==> src/rtl/gol_pkg.sv <==
// Shared types and geometry for the Game of Life display path.
package gol_pkg;
  localparam int unsigned GRID_ROWS  = 7;
  localparam int unsigned GRID_COLS  = 7;
  localparam int unsigned GRID_CELLS = 49;
  localparam int unsigned ROW_WORD_W = 14;

  typedef enum logic [2:0] {IDLE, LOAD, SHIFT, LATCH, HOLD} scan_state_t;

  function automatic int unsigned idx(input int unsigned r, input int unsigned c);
    return r * GRID_COLS + c;
  endfunction
endpackage

==> src/rtl/row_serializer.sv <==
// PISO shifter for one row word: MSB first, sclk rises mid-bit, done on the last cycle of the last bit.
module row_serializer
  import gol_pkg::*;
#(
  parameter int unsigned CLK_DIV = 2,
  parameter int unsigned WORD_W  = ROW_WORD_W
) (
  input  logic              clk,
  input  logic              rst,
  input  logic              load,
  input  logic              start,
  input  logic [WORD_W-1:0] word,
  output logic              sdata,
  output logic              sclk,
  output logic              done
);
  localparam int unsigned PH_MAX = 2 * CLK_DIV - 1;
  localparam int unsigned PW     = $clog2(PH_MAX + 1);
  localparam int unsigned BW     = $clog2(WORD_W);
  localparam logic [PW-1:0] PH_LAST  = PW'(PH_MAX);
  localparam logic [PW-1:0] PH_HIGH  = PW'(CLK_DIV);
  localparam logic [BW-1:0] BIT_LAST = BW'(WORD_W - 1);

  logic [WORD_W-1:0] shreg;
  logic [PW-1:0]     phase;
  logic [BW-1:0]     bit_cnt;
  logic              busy;
  logic              ph_end;

  assign ph_end = (phase == PH_LAST);

  always_ff @(posedge clk or posedge rst) begin
    if (rst) begin
      shreg   <= '0;
      phase   <= '0;
      bit_cnt <= '0;
      busy    <= 1'b0;
    end else begin
      if (load) begin
        shreg   <= word;
        phase   <= '0;
        bit_cnt <= '0;
      end else if (busy) begin
        if (ph_end) begin
          phase   <= '0;
          shreg   <= {shreg[WORD_W-2:0], 1'b0};
          bit_cnt <= bit_cnt + BW'(1);
        end else begin
          phase <= phase + PW'(1);
        end
      end
      if (start)
        busy <= 1'b1;
      else if (busy && ph_end && (bit_cnt == BIT_LAST))
        busy <= 1'b0;
    end
  end

  assign sdata = busy & shreg[WORD_W-1];
  assign sclk  = busy & (phase >= PH_HIGH);
  assign done  = busy & ph_end & (bit_cnt == BIT_LAST);
endmodule

==> src/rtl/grid_scan_tx.sv <==
// Snapshots the 7x7 life grid once per frame and row-scans it into a 74HC595-style LED chain.
module grid_scan_tx
  import gol_pkg::*;
#(
  parameter int unsigned CLK_DIV     = 2,
  parameter int unsigned HOLD_CYCLES = 8,
  parameter int unsigned GRID_ROWS   = 7,
  parameter int unsigned GRID_COLS   = 7
) (
  input  logic                           clka,
  input  logic                           rst,
  input  logic                           en,
  input  logic [GRID_ROWS*GRID_COLS-1:0] grid,
  output logic                           sclk,
  output logic                           sdata,
  output logic                           slatch,
  output logic                           oe_n,
  output logic [2:0]                     row_idx,
  output logic                           frame_done
);
  localparam int unsigned CELLS   = GRID_ROWS * GRID_COLS;
  localparam int unsigned CIW     = $clog2(CELLS);
  localparam int unsigned WORD_W  = GRID_ROWS + GRID_COLS;
  localparam int unsigned CNT_MAX = (CLK_DIV > HOLD_CYCLES) ? CLK_DIV : HOLD_CYCLES;
  localparam int unsigned CW      = (CNT_MAX > 1) ? $clog2(CNT_MAX) : 1;
  localparam logic [CW-1:0] LAT_LAST  = CW'(CLK_DIV - 1);
  localparam logic [CW-1:0] HOLD_LAST = CW'(HOLD_CYCLES - 1);
  localparam logic [2:0]    ROW_LAST  = 3'(GRID_ROWS - 1);

  scan_state_t       state, state_n;
  logic [2:0]        row_n;
  logic [CW-1:0]     cnt, cnt_n;
  logic [CELLS-1:0]  snap, snap_n, src;
  logic [GRID_COLS-1:0] col_bits;
  logic [GRID_ROWS-1:0] row_onehot;
  logic [WORD_W-1:0] row_word;
  logic              ser_load, ser_start, ser_done;

  always_ff @(posedge clka or posedge rst) begin
    if (rst) begin
      state   <= IDLE;
      row_idx <= '0;
      cnt     <= '0;
      snap    <= '0;
    end else begin
      state   <= state_n;
      row_idx <= row_n;
      cnt     <= cnt_n;
      snap    <= snap_n;
    end
  end

  // Row 0 reads the live grid directly so its word matches the snapshot taken in the same cycle.
  always_comb begin
    src        = (row_idx == '0) ? grid : snap;
    col_bits   = '0;
    for (int unsigned c = 0; c < GRID_COLS; c++)
      col_bits[c] = src[CIW'(idx(32'(row_idx), c))];
    row_onehot = GRID_ROWS'(1) << row_idx;
    row_word   = {row_onehot, col_bits};
  end

  always_comb begin
    state_n    = state;
    row_n      = row_idx;
    cnt_n      = cnt;
    snap_n     = snap;
    ser_load   = 1'b0;
    ser_start  = 1'b0;
    slatch     = 1'b0;
    oe_n       = 1'b1;
    frame_done = 1'b0;
    case (state)
      IDLE: begin
        row_n = '0;
        if (en) state_n = LOAD;
      end
      LOAD: begin
        if (row_idx == '0) snap_n = grid;
        ser_load  = 1'b1;
        ser_start = 1'b1;
        state_n   = SHIFT;
      end
      SHIFT: begin
        if (ser_done) begin
          cnt_n   = '0;
          state_n = LATCH;
        end
      end
      LATCH: begin
        slatch = 1'b1;
        if (cnt == LAT_LAST) begin
          cnt_n   = '0;
          state_n = HOLD;
        end else begin
          cnt_n = cnt + CW'(1);
        end
      end
      HOLD: begin
        oe_n = 1'b0;
        if (cnt == HOLD_LAST) begin
          cnt_n = '0;
          if (row_idx == ROW_LAST) begin
            frame_done = 1'b1;
            row_n      = '0;
            state_n    = en ? LOAD : IDLE;
          end else if (en) begin
            row_n   = row_idx + 3'd1;
            state_n = LOAD;
          end else begin
            row_n   = '0;
            state_n = IDLE;
          end
        end else begin
          cnt_n = cnt + CW'(1);
        end
      end
      default: state_n = IDLE;
    endcase
  end

  row_serializer #(
    .CLK_DIV (CLK_DIV),
    .WORD_W  (WORD_W)
  ) u_ser (
    .clk   (clka),
    .rst   (rst),
    .load  (ser_load),
    .start (ser_start),
    .word  (row_word),
    .sdata (sdata),
    .sclk  (sclk),
    .done  (ser_done)
  );
endmodule

==> config.mk <==
export PLATFORM = sky130hd
export DESIGN_NAME = grid_scan_tx
export DESIGN_NICKNAME = d
export VERILOG_FILES = /design/src/rtl/gol_pkg.sv /design/src/rtl/row_serializer.sv /design/src/rtl/grid_scan_tx.sv
export SDC_FILE = /design/constraint.sdc
export NUM_CORES = 1
export LEC_CHECK = 0
export ABC_CLOCK_PERIOD_IN_PS = 5450
export CAP_MARGIN = 20
export CELL_PAD_IN_SITES_DETAIL_PLACEMENT = 2
export CELL_PAD_IN_SITES_GLOBAL_PLACEMENT = 2
export CORE_UTILIZATION = 40
export DETAILED_ROUTE_END_ITERATION = 6
export GPL_TIMING_DRIVEN = 0
export PLACE_DENSITY = 0.81
export SYNTH_ARGS = -nofsm -noshare
export SYNTH_HDL_FRONTEND = slang
export SYNTH_SLANG_ARGS = --single-unit
==> constraint.sdc <==
create_clock -name clka -period 5.45 [get_ports clka]
set_input_delay 1.635 -clock clka [delete_from_list [all_inputs] [get_ports clka]]
set_output_delay 1.635 -clock clka [all_outputs]
set_load 0.005 [all_outputs]
==> impl_metrics.json, run 1 <==
{
  "status": "completed",
  "relSlewSlack_pct": 37.6,
  "htree_num_levels": 3,
  "drv_slew": 0,
  "syn-num-nets": 698,
  "antenna_found_initial": 0,
  "cap_violations": 0,
  "synth.top_cells.by_area": "dfrtp_1 29%, mux4_2 19%, mux2_2 8.7%",
  "fill_cells": 1642,
  "fin_nets": 769,
  "fin_crit_sh_pct": 93.5,
  "antenna_left": 0,
  "critical_path_class": "reg -> reg",
  "timing.fmax_ghz": 0.196,
  "cts_made_buffers": 9,
  "finalHoldViolations": 0,
  "gr-total-overflow": 0,
  "dpl.hpwl_um": 18900,
  "rsz0062_at_grt": "false",
  "synth_top_cell_by_area": "dfrtp_1",
  "rows": 47,
  "root_buffer": "clkbuf_16",
  "synth_edf_count": 0,
  "avgViaCountPerCell": 6.31,
  "min_period_ns": 5.10,
  "cts.sinks": 79,
  "syn_inst": 619,
  "worstSkewPairLatency_ns": 0.36,
  "grt_first_pass_wirelength_um": 39300,
  "path_clk_slew_ns": 0.07,
  "required_ns": 5.66,
  "p_leak_uw": 0.00332,
  "ys_ff_latch": 79,
  "tightest_slew_ns": 0.933,
  "initial_utilization_pct": 41.1,
  "peakVddDrop_v": 0.000135,
  "total_power_uw": 1330,
  "firstDrtPassIters": 5,
  "wl_per_cell_um": 27.2,
  "core_area_um2": 16600,
  "portBuffers": 59,
  "setup_viol": 0,
  "die_area_um2": 17600,
  "holdCritPathClass": "reg -> reg",
  "power_density_nw_per_um2": 165,
  "crit_path_end_kind": "flip-flop",
  "gp_congestion": 0.889,
  "postSynthAreaPerCell_um2": 11.0,
  "slowest_stage": "dfrtp_1",
  "grt_max_degree": 46,
  "max_stage_delay_ns": 0.56,
  "cp_cell_sequence": "buf_4 > inv_4 > ha_1 > buf_2 > clkinv_1 > buf_2 > buf_1 > ha_1 > clkbuf_1 > mux2i_1 > a2bb2oi_1 > and4b_1 > or4_1",
  "vias": 5763,
  "finish.utilization_pct": 48.4,
  "insertedDiodeCount": 0,
  "die_h_um": 133,
  "synth_ff_type": "dfrtp_1",
  "synth.distinct_cells": 64,
  "async_flop_share_pct": 100,
  "fin_hold_ws_ns": 0.527,
  "cts_tree": "built",
  "yosysSeqAreaShare_pct": 28.9,
  "syn_area_um2": 6840,
  "yosys_warnings": 0,
  "cp_data_arrival_time_ns": 5.31,
  "drc": 0,
  "syn2layout_area_growth_pct": 17.8,
  "drt-initial-drc-count": 346,
  "crit_fanout": 22,
  "skew_ns": 0.0124,
  "synth_top_area_share_pct": 28.9,
  "layout-drive-gt1-share_pct": 21.9,
  "crit_path_start_kind": "flip-flop",
  "grt_pass1_vias": 6417,
  "drt-total-wl_um": 24900,
  "track_usage_pct": 29.9,
  "cts_buffer_depth": 2,
  "ioPinCount": 60,
  "fp.dieW_um": 133
}
==> cells in the mapped netlist, drive strengths merged (4+ instances only) <==
| cell type | instances |
|---|---|
| dfrtp | 79 |
| nand2 | 71 |
| mux4 | 65 |
| mux2 | 53 |
| mux2i | 36 |
| ha | 24 |
| nor2 | 24 |
| a21oi | 23 |
| buf | 23 |
| nand3 | 23 |
| clkbuf | 20 |
| o21ai | 19 |
| xnor2 | 19 |
| nor3 | 16 |
| a31oi | 15 |
| inv | 15 |
| xor2 | 10 |
| nand4 | 6 |
| or3 | 5 |
| a2111oi | 4 |
| a21o | 4 |
| and2 | 4 |
| and3 | 4 |
| o211ai | 4 |
==> cells in the final DEF (no fill, tap or decap), types with 22 or more instances in the layout <==
master            n
dfrtp_1          79
mux2i_1          36
clkbuf_1         22
nor2_1           24
clkdlybuf4s50_1  59
mux2_2           53
nand2_1          71
mux4_2           57
ha_1             24
nand3_1          23
a21oi_1          22
==> stage by stage <==
stage / setup WS [ns] / area, um^2 / cells / setup TNS (ns)
after global placement: -0.274 / 7700 / 898 / -0.485
after detailed placement: -0.417 / 7730 / 899 / -0.810
after CTS: 0.291 / 8050 / 913 / 0
after floorplan: 1.34 / 6840 / 619 / 0
final: 0.355 / 8060 / 914 / 0
after global routing: 0.165 / 8060 / 914 / 0
==> final cells by class <==
cell class	instances	area (um^2)	share of cell area, %
Clock buffer	12	246	3.06
Multi-Input combinational cell	479	4570	56.8
Buffer	42	216	2.69
Clock inverter	3	67.6	0.839
Timing Repair Buffer	61	626	7.77
Sequential cell	79	1980	24.5
Tap cell	220	275	3.42
Inverter	18	72.6	0.901
==> timing repair <==
action                     CTS  global route
hold endpoints to repair     0             0
buffers inserted             0             0
hold buffers                 0             0
resized for setup            0             2
setup endpoints to repair    2             1
==> path summary, 6_finish.rpt <==
kind | from | to | slack, ns | cells past startpoint
min in group asynchronous | rst | u_ser.phase[0]$_DFFE_PP0P_ | 1.66 | 2
worst max register to register | row_idx[0]$_DFFE_PP0P_ | u_ser.shreg[2]$_DFFE_PP0P_ | 0.35 | 13
worst min-delay path | snap[48]$_DFFE_PP0P_ | snap[48]$_DFFE_PP0P_ | 0.53 | 1
worst max-delay path | row_idx[0]$_DFFE_PP0P_ | u_ser.shreg[2]$_DFFE_PP0P_ | 0.35 | 13
max in group asynchronous | rst | snap[9]$_DFFE_PP0P_ | 3.16 | 3
worst min register to register | snap[48]$_DFFE_PP0P_ | snap[48]$_DFFE_PP0P_ | 0.53 | 1
==> registers in the layout (all words and copies together), names as in the netlist <==
signal	flops
u_ser.phase	2
cnt	3
snap	49
state	3
u_ser.busy	1
u_ser.bit_cnt	4
u_ser.shreg	14
row_idx	3
==> logic make-up (layout without fill, tap and decap cells) <==
| kind of cell | count (synthesis) | after routing | share of synthesized area (%) |
|---|---|---|---|
| flops | 79 | 79 | 28.9 |
| simple gates | 168 | 168 | 11.6 |
| mux | 154 | 154 | 35.8 |
| compound gates | 101 | 101 | 10.2 |
| xor+xnor | 29 | 29 | 3.99 |
| buf+inv | 61 | 136 | 4.21 |
| fa+ha+maj | 27 | 27 | 5.27 |
==> where the power goes <==
| group | total [uW] | internal, uW | switching [uW] |
|---|---|---|---|
| logic | 68.3 | 38.2 | 30.1 |
| clock network | 671 | 412 | 259 |
| registers | 586 | 586 | 0 |
==> routing by layer <==
metal	part of all wire [%]	global-route usage, %	vias up
met5	0	0	-
met2	50	50.6	174
met3	4.2	4.33	59
li1	-	-	2510
met4	3.2	11.1	0
met1	43	39.0	3020
==> critical path, delay by kind of cell, from the launching register on <==
| kind | cells | cell delay [ns] |
|---|---|---|
| compound gates | 1 | 0.11 |
| fa+ha+maj | 2 | 0.89 |
| buf+inv | 7 | 2.31 |
| flops | 1 | 0.56 |
| mux | 1 | 0.32 |
| simple gates | 2 | 0.76 |
No activity file was read; power rests on OpenSTA's default activity.
==> run 2, diff against run 1 <==
--- a/config.mk
+++ b/config.mk
@@ -9,6 +9,7 @@
 export CAP_MARGIN = 20
 export CELL_PAD_IN_SITES_DETAIL_PLACEMENT = 2
 export CELL_PAD_IN_SITES_GLOBAL_PLACEMENT = 2
+export CORE_MARGIN = 8
 export CORE_UTILIZATION = 40
 export DETAILED_ROUTE_END_ITERATION = 6
 export GPL_TIMING_DRIVEN = 0
==> run 2 against run 1 <==
Effect of this change:
- maximum frequency grew 3.1%
- routed wire length grew 1.8%
- count of clock-buffer cells in the layout shrank 3
- clock skew shrank 0.0016 ns
- sequential share of layout area is essentially flat
- worst setup slack gained 0.15 ns
- combinational power shrank 1%
==> impl_metrics.json, run 2 (synthesized netlist as in run 1, its figures left out) <==
{
  "status": "completed",
  "ioPinCount": 60,
  "largest_register": "snap",
  "finish.utilization_pct": 47.3,
  "tightest_slew_ns": 1.05,
  "p_leak_uw": 0.00332,
  "reg.largest.list": "snap (49), u_ser.shreg (14), u_ser.bit_cnt (4)",
  "setup_slack_ns": 0.508,
  "combPwrFrac_pct": 5.3,
  "grt_first_pass_wirelength_um": 39600,
  "drc": 0,
  "reg2reg_from": "row_idx[0]$_DFFE_PP0P_",
  "finalHoldViolations": 0,
  "die_h_um": 147,
  "power.internal_uw": 980,
  "drv_slew": 0,
  "htree_num_levels": 3,
  "holdCritPathClass": "reg -> reg",
  "power_density_nw_per_um2": 159,
  "worst-path-buf-inv": 6,
  "max_stage_delay_ns": 0.55,
  "required_ns": 5.68,
  "skew_ns": 0.0107,
  "crit_path_start_kind": "flip-flop",
  "rows": 48,
  "timing.fmax_ghz": 0.202,
  "drt-total-wl_um": 25400,
  "die_area_um2": 21500,
  "relSlewSlack_pct": 29.7,
  "seqCellArea_um2": 1980,
  "cts_made_buffers": 9,
  "slowest_stage": "a2111oi_0",
  "clkPwrFrac_pct": 48.9,
  "initial_utilization_pct": 40.2,
  "path_clk_slew_ns": 0.07,
  "cap_violations": 0,
  "worstSkewPairLatency_ns": 0.36,
  "holdPathStages": 2,
  "crit_fanout": 22,
  "gp_congestion": 0.926,
  "critical_path.top_delay_family": "buffers and inverters",
  "vias": 5817,
  "whs_endpoint": "cnt[1]$_DFFE_PP0P_",
  "layout.cells.non_filler": 920,
  "cts_hold_buf": 0,
  "min_period_ns": 4.94,
  "reg2reg_depth": 13,
  "avgViaCountPerCell": 6.32,
  "grt_pass1_vias": 6520,
  "fin_nets": 769,
  "portBuffers": 59,
  "final_cell_mix": "79 x dfrtp_1, 71 x nand2_1, 59 x clkdlybuf4s50_1, 57 x mux4_2, 53 x mux2_2",
  "critical_path_class": "reg -> reg",
  "fin_hold_ws_ns": 0.524,
  "largest_reg_flops": 49,
  "fin_crit_sh_pct": 90.7,
  "r2r_end": "u_ser.shreg[6]$_DFFE_PP0P_",
  "cp_data_arrival_time_ns": 5.17,
  "pre_cts_slack_ns": -0.349,
  "track_usage_pct": 24.1,
  "insertedDiodeCount": 0,
  "drt-initial-drc-count": 350,
  "cts_buffer_depth": 2,
  "firstDrtPassIters": 4,
  "ff2ff_setup_slack_ns": 0.51,
  "cts.sinks": 79,
  "hp-start": "cnt[1]$_DFFE_PP0P_",
  "crit_path_end_kind": "flip-flop",
  "root_buffer": "clkbuf_16",
  "fin_setup_tns_ns": 0,
  "fill_cells": 1717,
  "antenna_left": 0,
  "pwr-share-seq_pct": 45.8,
  "peakVddDrop_v": 0.000138,
  "dpl.hpwl_um": 19700,
  "swShare_pct": 23.4,
  "antenna_found_initial": 0,
  "multi_input_area_um2": 4570,
  "gr-total-overflow": 0,
  "layout-drive-gt1-share_pct": 22.4,
  "fp.dieW_um": 147,
  "cp_cell_sequence": "buf_4 > inv_4 > ha_1 > buf_2 > clkinv_1 > buf_2 > buf_1 > ha_1 > xor2_1 > mux4_1 > a2111oi_0 > a2111oi_0 > o311a_1",
  "setup_viol": 0,
  "power.net_switching_uw": 299,
  "mostFrequentLayoutCell": "dfrtp_1",
  "syn2layout_area_growth_pct": 17.7,
  "cts_tree": "built",
  "wl_per_cell_um": 27.6,
  "dp.cells": 905,
  "rsz0062_at_grt": "false",
  "core_area_um2": 17000,
  "grt_max_degree": 46
}
run 2: cell types whose count changed in the layout (fill, tap and decap cells not counted):
cell / previous run / this run
clkbuf_2: 0 / 1
clkinv_2: 0 / 2
clkinv_4: 0 / 1
bufinv_16: 2 / 1
clkbuf_1: 22 / 19
clkinvlp_4: 1 / 2
inv_6: 0 / 1
clkbuf_8: 1 / 0
run 2: per-layer routing:
layer  share of wire [%]  track usage [%]  up-vias
li1                    -                -     2514
met5                   0                0        -
met2                  51             41.1      214
met4                 3.8             12.1        0
met1                  39             28.5     3023
met3                 5.6             4.49       66
run 2: metrics by stage:
step | power, uW | instance area, um^2
5_1_grt | 1320 | 8050
2_1_floorplan | 610 | 6840
3_5_place_dp | 665 | 7750
6_report | 1280 | 8050
4_1_cts | 1300 | 8040
3_3_place_gp | 659 | 7710
run 2: area by class of cell:
| type | count | share of cell area (%) |
|---|---|---|
| Clock buffer | 9 | 2.80 |
| Clock inverter | 7 | 0.902 |
| Sequential cell | 79 | 24.6 |
| Buffer | 42 | 2.71 |
| Inverter | 18 | 0.902 |
| Tap cell | 225 | 3.50 |
| Multi-Input combinational cell | 479 | 56.8 |
| Timing Repair Buffer | 61 | 7.77 |
run 2: repair_timing:
action	4_1_cts	5_1_grt
pin swaps	0	0
buffers inserted	0	0
gates cloned	0	0
endpoints found under the setup margin	2	1
gates resized for setup	0	4
run 2: how the worst max path moves through the flow:
| stage | from | to | slack, ns | cells after the start |
|---|---|---|---|---|
| floorplan | row_idx[0]$_DFFE_PP0P_ | u_ser.shreg[6]$_DFFE_PP0P_ | 1.34 | 14 |
| global placement | row_idx[0]$_DFFE_PP0P_ | u_ser.shreg[2]$_DFFE_PP0P_ | -0.34 | 14 |
| detailed placement | row_idx[0]$_DFFE_PP0P_ | u_ser.shreg[2]$_DFFE_PP0P_ | -0.35 | 14 |
| CTS | row_idx[0]$_DFFE_PP0P_ | u_ser.shreg[2]$_DFFE_PP0P_ | 0.22 | 13 |
| global route | row_idx[0]$_DFFE_PP0P_ | u_ser.shreg[6]$_DFFE_PP0P_ | 0.29 | 13 |
| finish | row_idx[0]$_DFFE_PP0P_ | u_ser.shreg[6]$_DFFE_PP0P_ | 0.51 | 13 |
run 2: power by group through the flow:
stage	Clock [uW]	Combinational, uW	Sequential, uW
floorplan	0	12.3	597
detailed placement	0	68.1	597
global route	658	72.8	586
finish	626	67.4	586
CTS	641	68.4	586
global placement	0	61.2	597
run 2: tightest hold or removal path: cells and delay by family, from the launching register on:
| family | cells | cell delay (ns) |
|---|---|---|
| DFF | 1 | 0.37 |
| and+or+nand+nor | 1 | 0.05 |
| AOI/OAI and AO/OA | 1 | 0.06 |
